$ cat src/rtl/tron_pkg.sv
// Shared Tron definitions: player colours, screen geometry, framebuffer
// address split and the territory tally FSM encoding.
package tron_pkg;

    localparam int SCREEN_W    = 160;
    localparam int SCREEN_H    = 120;
    localparam int NUM_PLAYERS = 4;

    localparam int ADDR_W = 15;
    localparam int X_W    = 8;
    localparam int Y_W    = 7;
    localparam int X_LSB  = 7;
    localparam int Y_LSB  = 0;

    localparam logic [2:0] P1_COL = 3'b001;
    localparam logic [2:0] P2_COL = 3'b010;
    localparam logic [2:0] P3_COL = 3'b100;
    localparam logic [2:0] P4_COL = 3'b110;

    localparam logic [NUM_PLAYERS-1:0][2:0] PLAYER_COL = {P4_COL, P3_COL, P2_COL, P1_COL};

    typedef enum logic [2:0] {
        IDLE,
        SCAN,
        DRAIN,
        CMP1,
        CMP2,
        DONE
    } tally_state_t;

endpackage

$ cat src/rtl/territory_tally_if.sv
// Scan request, framebuffer read port and result bus of territory_tally.
interface territory_tally_if import tron_pkg::*; #(
    parameter int CNT_W = 15
);
    logic              start;
    logic [ADDR_W-1:0] ram_address;
    logic [2:0]        ram_q;
    logic              busy;
    logic              done;
    logic [CNT_W-1:0]  p1_count;
    logic [CNT_W-1:0]  p2_count;
    logic [CNT_W-1:0]  p3_count;
    logic [CNT_W-1:0]  p4_count;
    logic [1:0]        winner;
    logic              tie;

    modport master (
        output start, ram_q,
        input  ram_address, busy, done, p1_count, p2_count, p3_count, p4_count, winner, tie
    );

    modport slave (
        input  start, ram_q,
        output ram_address, busy, done, p1_count, p2_count, p3_count, p4_count, winner, tie
    );
endinterface

$ cat src/rtl/tally_argmax.sv
// Two-stage registered 4-way argmax: pairwise in stage 1, final plus tie
// flag in stage 2. Strict > everywhere so the lower index wins equality.
module tally_argmax import tron_pkg::*; #(
    parameter int CNT_W = 15
) (
    input  logic                              CLOCK_50,
    input  logic                              resetn,
    input  logic                              en1,
    input  logic                              en2,
    input  logic [NUM_PLAYERS-1:0][CNT_W-1:0] cnt,
    output logic [1:0]                        winner,
    output logic                              tie
);
    logic [CNT_W-1:0] m01, m23, mx;
    logic             w01, w23, hi;
    logic [2:0]       n_eq;

    always_ff @(posedge CLOCK_50 or negedge resetn) begin
        if (!resetn) begin
            w01 <= 1'b0;
            w23 <= 1'b0;
            m01 <= '0;
            m23 <= '0;
        end else if (en1) begin
            w01 <= cnt[1] > cnt[0];
            w23 <= cnt[3] > cnt[2];
            m01 <= (cnt[1] > cnt[0]) ? cnt[1] : cnt[0];
            m23 <= (cnt[3] > cnt[2]) ? cnt[3] : cnt[2];
        end
    end

    // counts are frozen while comparing, so stage 2 may read them live
    always_comb begin
        hi   = m23 > m01;
        mx   = hi ? m23 : m01;
        n_eq = '0;
        for (int i = 0; i < NUM_PLAYERS; i++)
            if (cnt[i] == mx) n_eq = n_eq + 3'd1;
    end

    always_ff @(posedge CLOCK_50 or negedge resetn) begin
        if (!resetn) begin
            winner <= 2'd0;
            tie    <= 1'b0;
        end else if (en2) begin
            winner <= hi ? {1'b1, w23} : {1'b0, w01};
            tie    <= n_eq >= 3'd2;
        end
    end
endmodule

$ cat src/rtl/territory_tally.sv
// Post-round framebuffer scan: counts each player's pixels and reports the
// winner. Drives the RAM read address while busy.
module territory_tally import tron_pkg::*; #(
    parameter int X_MAX       = SCREEN_W - 1,
    parameter int Y_MAX       = SCREEN_H - 1,
    parameter int RAM_LATENCY = 1,
    parameter int CNT_W       = 15
) (
    input logic        CLOCK_50,
    input logic        resetn,
    territory_tally_if.slave bus
);
    localparam logic [X_W-1:0] X_LAST = X_W'(X_MAX);
    localparam logic [Y_W-1:0] Y_LAST = Y_W'(Y_MAX);

    tally_state_t                      state;
    logic [X_W-1:0]                    x;
    logic [Y_W-1:0]                    y;
    logic [RAM_LATENCY:0]              vld_pipe;
    logic [NUM_PLAYERS-1:0][CNT_W-1:0] cnt;
    logic                              start_ok, last_addr, drained;

    assign start_ok  = bus.start && (state == IDLE || state == DONE);
    assign last_addr = (x == X_LAST) && (y == Y_LAST);
    // leave DRAIN on the edge that counts the final word, so CMP1 sees it
    assign drained   = (vld_pipe[RAM_LATENCY-1:0] == '0);

    always_ff @(posedge CLOCK_50 or negedge resetn) begin
        if (!resetn) begin
            state           <= IDLE;
            x               <= '0;
            y               <= '0;
            bus.ram_address <= '0;
            bus.busy        <= 1'b0;
            bus.done        <= 1'b0;
        end else begin
            case (state)
                IDLE, DONE: if (bus.start) begin
                    state    <= SCAN;
                    x        <= '0;
                    y        <= '0;
                    bus.busy <= 1'b1;
                    bus.done <= 1'b0;
                end
                SCAN: begin
                    bus.ram_address <= {x, y};
                    if (last_addr) begin
                        state <= DRAIN;
                    end else if (y == Y_LAST) begin
                        y <= '0;
                        x <= x + 1'b1;
                    end else begin
                        y <= y + 1'b1;
                    end
                end
                DRAIN: if (drained) state <= CMP1;
                CMP1:  state <= CMP2;
                CMP2: begin
                    state    <= DONE;
                    bus.busy <= 1'b0;
                    bus.done <= 1'b1;
                end
                default: state <= IDLE;
            endcase
        end
    end

    // valid bit rides alongside the address through the RAM read latency
    always_ff @(posedge CLOCK_50 or negedge resetn) begin
        if (!resetn) vld_pipe <= '0;
        else         vld_pipe <= {vld_pipe[RAM_LATENCY-1:0], state == SCAN};
    end

    always_ff @(posedge CLOCK_50 or negedge resetn) begin
        if (!resetn) begin
            cnt <= '0;
        end else if (start_ok) begin
            cnt <= '0;
        end else if (vld_pipe[RAM_LATENCY]) begin
            for (int i = 0; i < NUM_PLAYERS; i++)
                if (bus.ram_q == PLAYER_COL[i]) cnt[i] <= cnt[i] + 1'b1;
        end
    end

    tally_argmax #(.CNT_W(CNT_W)) u_argmax (
        .CLOCK_50 (CLOCK_50),
        .resetn   (resetn),
        .en1      (state == CMP1),
        .en2      (state == CMP2),
        .cnt      (cnt),
        .winner   (bus.winner),
        .tie      (bus.tie)
    );

    assign bus.p1_count = cnt[0];
    assign bus.p2_count = cnt[1];
    assign bus.p3_count = cnt[2];
    assign bus.p4_count = cnt[3];
endmodule

$ cat src/flat_wrapper.sv
// flat-port wrapper written by rule: the top's interface ports become plain ports
module territory_tally_flat import tron_pkg::*;
#(
    parameter int X_MAX       = SCREEN_W - 1,
    parameter int Y_MAX       = SCREEN_H - 1,
    parameter int RAM_LATENCY = 1,
    parameter int CNT_W       = 15
)
  (CLOCK_50, resetn, bus_start, bus_ram_q, bus_ram_address, bus_busy, bus_done, bus_p1_count, bus_p2_count, bus_p3_count, bus_p4_count, bus_winner, bus_tie);
  territory_tally_if #(.CNT_W(CNT_W)) bus_i ();
  input logic CLOCK_50;
  input logic resetn;
  input wire logic [$bits(bus_i.start)-1:0] bus_start;
  input wire logic [$bits(bus_i.ram_q)-1:0] bus_ram_q;
  output wire logic [$bits(bus_i.ram_address)-1:0] bus_ram_address;
  output wire logic [$bits(bus_i.busy)-1:0] bus_busy;
  output wire logic [$bits(bus_i.done)-1:0] bus_done;
  output wire logic [$bits(bus_i.p1_count)-1:0] bus_p1_count;
  output wire logic [$bits(bus_i.p2_count)-1:0] bus_p2_count;
  output wire logic [$bits(bus_i.p3_count)-1:0] bus_p3_count;
  output wire logic [$bits(bus_i.p4_count)-1:0] bus_p4_count;
  output wire logic [$bits(bus_i.winner)-1:0] bus_winner;
  output wire logic [$bits(bus_i.tie)-1:0] bus_tie;
  assign bus_i.start = bus_start;
  assign bus_i.ram_q = bus_ram_q;
  assign bus_ram_address = bus_i.ram_address;
  assign bus_busy = bus_i.busy;
  assign bus_done = bus_i.done;
  assign bus_p1_count = bus_i.p1_count;
  assign bus_p2_count = bus_i.p2_count;
  assign bus_p3_count = bus_i.p3_count;
  assign bus_p4_count = bus_i.p4_count;
  assign bus_winner = bus_i.winner;
  assign bus_tie = bus_i.tie;
  territory_tally #(.X_MAX(X_MAX), .Y_MAX(Y_MAX), .RAM_LATENCY(RAM_LATENCY), .CNT_W(CNT_W)) u_core (.CLOCK_50(CLOCK_50), .resetn(resetn), .bus(bus_i));
endmodule
$ cat config.mk
export PLATFORM = sky130hd
export DESIGN_NAME = territory_tally_flat
export DESIGN_NICKNAME = d
export VERILOG_FILES = /design/src/rtl/tron_pkg.sv /design/src/rtl/territory_tally_if.sv /design/src/rtl/tally_argmax.sv /design/src/rtl/territory_tally.sv /design/src/flat_wrapper.sv
export SDC_FILE = /design/constraint.sdc
export NUM_CORES = 1
export LEC_CHECK = 0
export CAP_MARGIN = 20
export CORE_MARGIN = 1.5
export CORE_UTILIZATION = 26
export CTS_BUF_LIST = sky130_fd_sc_hd__clkbuf_4
export DETAILED_ROUTE_END_ITERATION = 12
export HOLD_SLACK_MARGIN = 0.02
export SKIP_LAST_GASP = 1
export SLEW_MARGIN = 20
export SYNTH_ARGS = -nofsm -noshare
export SYNTH_HDL_FRONTEND = slang
export SYNTH_HIERARCHICAL = 1
export SYNTH_SLANG_ARGS = --single-unit
$ cat constraint.sdc
create_clock -name CLOCK_50 -period 4.5 [get_ports CLOCK_50]
set_input_delay 0.9 -clock CLOCK_50 [delete_from_list [all_inputs] [get_ports CLOCK_50]]
set_output_delay 0.9 -clock CLOCK_50 [all_outputs]
set_load 0.01 [all_outputs]
# [Word-level counts from Yosys, hierarchy flattened]
# Cells that the tools add are included.
[classes] addsub=9 n_lt_le_gt_ge=4 n_eq_ne=20 muxes=30 reduce_logical=20
[ops] operator="$mux 60" count=2
[ops] operator="$mux 15" count=7
[ops] operator="$add 15x1->15 const B" count=4
[ops] operator="$eq 15x15->1" count=4
[ops] operator="$gt 15x15->1" count=3
[ops] operator="$mux 8" count=3
[ops] operator="$mux 7" count=3
[ops] operator="$mux 3" count=6
[ops] operator="$pmux 8 s2" count=1
[ops] operator="$pmux 3 s5" count=1
[ops] operator="$pmux 7 s2" count=1
[ops] operator="$reduce_bool 2->1" count=7
[ops] operator="$eq 3x3->1 const B" count=4
[ops] operator="$reduce_and 2->1" count=5
[ops] operator="$add 3x1->3 const B" count=3
[ops] operator="$eq 3x2->1 const B" count=3
[ops] operator="$add 8x1->8 const B" count=1
[ops] operator="$eq 8x8->1 const B" count=1
[ops] operator="$add 7x1->7 const B" count=1
[ops] operator="$eq 7x7->1 const B" count=1
[ops] operator="$eq 3x1->1 const B" count=2
[ops] operator="$ne 2x2->1 const B" count=3
[ops] operator="$reduce_and 3->1" count=2
[ops] operator="$ne 2x1->1 const B" count=2
[ops] operator="other kinds (9)" count=13
[totals] reg_bits=132 inputBits=6 output_inout_bits=80 word_cells=100

# [Longest topological paths before layout]
[logic_depth] depth_word=11 ltp_mapped=20 depth_no_buf=18

# [By module]
# The synthesis kept the hierarchy.
[by_module_without_submodules] mod="territory_tally" n_inst=1 cells_each=493 area_each_um2=4710.8 seq_area_each_um2=2427.3
[by_module_without_submodules] mod="tally_argmax" n_inst=1 cells_each=457 area_each_um2=3911.3 seq_area_each_um2=875.8

# [Worst setup path before layout]
# No wires, ideal clock.
[synth_timing] path_kind="register to register" startpoint="reg u_core.u_argmax.m01[14]" endpoint="reg u_core.u_argmax.tie" setup_ps=130 arrival_ps=3714 required_time_ps=4370 path_slack_ps=656 path_stages_with_launch=18 path_buffers=1 synth_period_minus_slack_ps=3844 cell_sequence="dfrtp_1 > inv_1 > ha_1 > nand4_1 > nor2_1 > o31ai_2 > a21oi_4 > buf_6 > mux2i_1 > xnor2_1 > nor4_1 > nand4_1 > or2_1 > ha_1 > o31ai_1 > ha_1 > nor4b_1 > o31ai_1"
[synth_between] elab_chain_cells=11 word_cells_on_any_way=14 cone_classes="add/sub (3); order compare (2); eq/ne (4); mux (5)"
[synth_lines] item="start, declared" line="tally_argmax.sv:14" text="logic [CNT_W-1:0] m01, m23, mx;"
[synth_lines] item="start signal, assigned" line="tally_argmax.sv:27" text="m01 <= (cnt[1] > cnt[0]) ? cnt[1] : cnt[0];"
[synth_lines] item="$gt 15x15->1" line="tally_argmax.sv:34" text="hi = m23 > m01;"
[synth_lines] item="$mux 15 (*)" line="tally_argmax.sv:35" text="mx = hi ? m23 : m01;"
[synth_lines] item="$eq 15x15->1" line="tally_argmax.sv:38" text="if (cnt[i] == mx) n_eq = n_eq + 3'd1;"
[synth_lines] item="$mux 1" line="tally_argmax.sv:38"
[synth_lines] item="$add 3x1->3" line="tally_argmax.sv:38"
[synth_lines] item="$mux 3" line="tally_argmax.sv:38"
[synth_lines] item="$add 3x1->3" line="tally_argmax.sv:38"
[synth_lines] item="$mux 3" line="tally_argmax.sv:38"
[synth_lines] item="$add 3x1->3" line="tally_argmax.sv:38"
[synth_lines] item="$mux 3 (*)" line="tally_argmax.sv:38"
[synth_lines] item="$ge 3x2->1 (*)" line="tally_argmax.sv:47" text="tie <= n_eq >= 3'd2;"
[synth_lines] item="end signal, assigned" line="tally_argmax.sv:44" text="tie <= 1'b0;"
[synth_lines] item="end signal, assigned" line="tally_argmax.sv:47"
[synth_lines] item="end, declared" line="tally_argmax.sv:12" text="output logic tie"
# Every way passes the cells marked *; elsewhere a longest branch is shown, timed or not.
# A chain may end at the register's enable or synchronous reset.

# [Worst setup path in the final report]
[layout_timing] startpoint="reg u_core.u_argmax.m01[13]" endpoint="reg u_core.u_argmax.tie"
# Same word-level chain as after synthesis.

==> results.ini <==
[run_status]
status=complete, no violations

[detailed_routing]
route.detailed.drc=0
drtIter0Drc=645
vias=7807
viasPerCell=5.08
antenna_left=0
post_drt_wl_per_cell_um=18.3
drt-pass1-iter-count=5
wl_um=28200

[clock_network]
ctsHoldBuffers=0
htreeDepth=4
cts_tree=built
clk_pin_slew_worst_paths_ps=160
clock_path_buffers=2
root_buffer=clkbuf_4
clock_sinks=132
clock_latency_ps=590
numCtsBuffers=17

[grt]
grt_pass1_wl_um=44000
grt_pass1_vias=7568
grt_use_met1=0.220
grt_max_degree=90
use_met3=0.0362
grt_usage=0.168
top_usage_layer=met2
overflow=0
met2_usage=0.276
antenna_found_initial=1

[floorplan]
die_y_um=185
io-pin-count=86
die-width_um=185
row_count=66
start_util=0.264
coreArea_mm2=0.0326
dieArea_mm2=0.0343

[logic_synthesis]
synth_ff_type=dfrtp_1
synth_compound_area_frac=0.144
synth_seq_cells=132
synth_common_cells=dfrtp_1, nand2_1, nor2_1
synth.top_cell.area_share=0.383
yosysUniqueCellTypes=72
post-synth-top-count-cell=dfrtp_1
syn-num-nets=1010
synth_area_mm2=0.00862
synth_area_per_cell_um2=9.08
yosys.area.top_type=dfrtp_1
synth_area_leaders=dfrtp_1, ha_1, mux2i_1, xnor2_1, a21oi_1
synth-simple-area-share=0.206
async_reset_ff_frac=1.00
synthAdderAreaFrac=0.0784
synth_edf_count=0
yosys.area_share.xor_xnor=0.0802
seq_area_frac_synth=0.383
muxShareOfSynthArea=0.0634
ys_warn_count=6
synth_top_family_by_area=simple AND/OR/NAND/NOR gates
synth_cells=950

[sta]
skew_ps=24.5
slew_headroom=0.361
timing.fmax_mhz=238
finalCritPeriodShare=0.935
layout_setup_ws_ps=292
finalHoldViolations=0
slew_violations=0
period_needed_ps=4210
setup_viol=0
worst_pin_slew_ps=956

[power]
p_sw_frac=0.408
total_power_w=0.00425
power_leakage_nw=4.56
vdd_drop_max_v=0.000253
p_comb_frac=0.416
switching_power_w=0.00173
power_frac_seq=0.383
cellPowerDensity_mw_per_mm2=399
internal_power_w=0.00251
clkPwrFrac=0.201

[min_path]
min_path_type=in2async

[worst_setup_path]
cp-end-kind=flip-flop
critPathKind=reg2reg
path_max_fanout=10
r2r_slack_ps=290
r2r_end=u_core/u_argmax/tie$_DFFE_PN0P_
reg2reg_depth=19
crit_required_ps=4960
rr_startpoint=u_core/u_argmax/m01[13]$_DFFE_PN0P_
crit_arrival_ps=4670
cp-start-kind=flip-flop

[layout]
area_growth_syn_to_layout_pct=23.4
nets=1141
fillers=3423
drive_gt1_frac=0.103

[placement]
place_hpwl_um=20700
pre_cts_ws_ps=123
place_congestion=0.886
port_buffers=85

[job]
cap_violations=0

-- how the worst max path moves through the flow --
stage / from / end / slack (ps) / cells past startpoint
5_1_grt: u_core/u_argmax/m01[13]$_DFFE_PN0P_ / u_core/u_argmax/tie$_DFFE_PN0P_ / -30 / 19
3_3_place_gp: u_core/u_argmax/m01[14]$_DFFE_PN0P_ / u_core/u_argmax/tie$_DFFE_PN0P_ / 120 / 16
4_1_cts: u_core/u_argmax/m01[14]$_DFFE_PN0P_ / u_core/u_argmax/tie$_DFFE_PN0P_ / 90 / 17
2_1_floorplan: u_core/u_argmax/m01[14]$_DFFE_PN0P_ / u_core/u_argmax/tie$_DFFE_PN0P_ / 660 / 17
6_report: u_core/u_argmax/m01[13]$_DFFE_PN0P_ / u_core/u_argmax/tie$_DFFE_PN0P_ / 290 / 19
3_5_place_dp: u_core/u_argmax/m01[14]$_DFFE_PN0P_ / u_core/u_argmax/tie$_DFFE_PN0P_ / 120 / 16
-- power groups by stage --
stage               registers [W]  logic (W)  clock network [W]
floorplan                 0.00163    0.00109                  0
global placement          0.00165    0.00172                  0
detailed placement        0.00165    0.00174                  0
CTS                       0.00163    0.00175           0.000887
global route              0.00165    0.00193           0.000935
finish                    0.00163    0.00177           0.000854
-- cells in the final DEF, fill, tap and decap left out, types with 36 or more instances in the layout --
cell type and instances:
buf_4 57, a21oi_1 68, xnor2_1 53, nand2_1 89
mux2i_1 50, clkdlybuf4s50_1 84, nor2_1 87, o21ai_0 36
inv_1 67, ha_1 54, dfrtp_1 132
-- metrics by stage --
stage               utilization  hold slack [ps]  std cells  instance area [µm²]  TNS (ps)
finish                    0.326              346       1537                10600         0
global route              0.326              363       1537                10600     -28.2
CTS                       0.324              356       1531                10600         0
detailed placement        0.316              380       1499                10300         0
global placement          0.316              376       1499                10300         0
floorplan                     -              355        950                 8620         0
-- cell type report --
type / count / area, µm² / share of cell area
multi-input combinational: 719 / 4940 / 0.464
antenna: 1 / 2.50 / 0.000235
tap: 442 / 553 / 0.0520
inverter: 68 / 255 / 0.0240
timing repair buffer: 143 / 1300 / 0.122
sequential: 132 / 3300 / 0.311
clock buffer: 17 / 128 / 0.0120
clock inverter: 15 / 158 / 0.0148
-- critical path, cell delays in order, from the launching register on --
cell      delay (ps)
dfrtp_1          410
inv_1             60
ha_1             340
a21oi_1          190
nand2_1          120
a221oi_2         300
a21oi_4          110
buf_12           160
buf_4            130
mux2i_1          260
xnor2_1          120
nor4_1           290
nand4_1          170
or2_1            240
ha_1             220
o31ai_1          260
ha_1             220
nor4_1            70
nor4b_1          310
o31ai_1          110
-- sequential cells by signal, summed over array words and instances, names as in the netlist, 2 cells and up --
register and cells:
u_core/vld_pipe 2, u_core/state 3, u_core/bus.p4_count 15, u_core/bus.p3_count 15, u_core/bus.ram_address 15, u_core/u_argmax/winner 2
u_core/u_argmax/m23 15, u_core/bus.p1_count 15, u_core/bus.p2_count 15, u_core/x 8, u_core/y 7, u_core/u_argmax/m01 15
-- per-layer routing --
layer / part of all wire / up-vias / wire length [µm]
li1: - / 3667 / -
met1: 0.44 / 3799 / 12300
met2: 0.47 / 296 / 13300
met3: 0.069 / 45 / 1950
met4: 0.021 / 0 / 587
met5: 0 / - / 0
-- what timing repair did --
| item | 4_1_cts | 5_1_grt |
|---|---|---|
| endpoints found under the setup margin | 0 | 1 |
| setup buffers | 0 | 5 |
| gates resized for setup | 0 | 1 |
-- kinds of logic (layout without fill, tap and decap cells) --
group	Yosys count	in the layout
flip-flops	132	132
AO/OA/AOI/OAI	189	189
multiplexers	54	54
adder cells (fa/ha/maj)	54	54
other	0	1
XOR/XNOR	79	79
buffers and inverters	99	243
AND/OR/NAND/NOR	343	343
(Power assumes the default switching activity.)
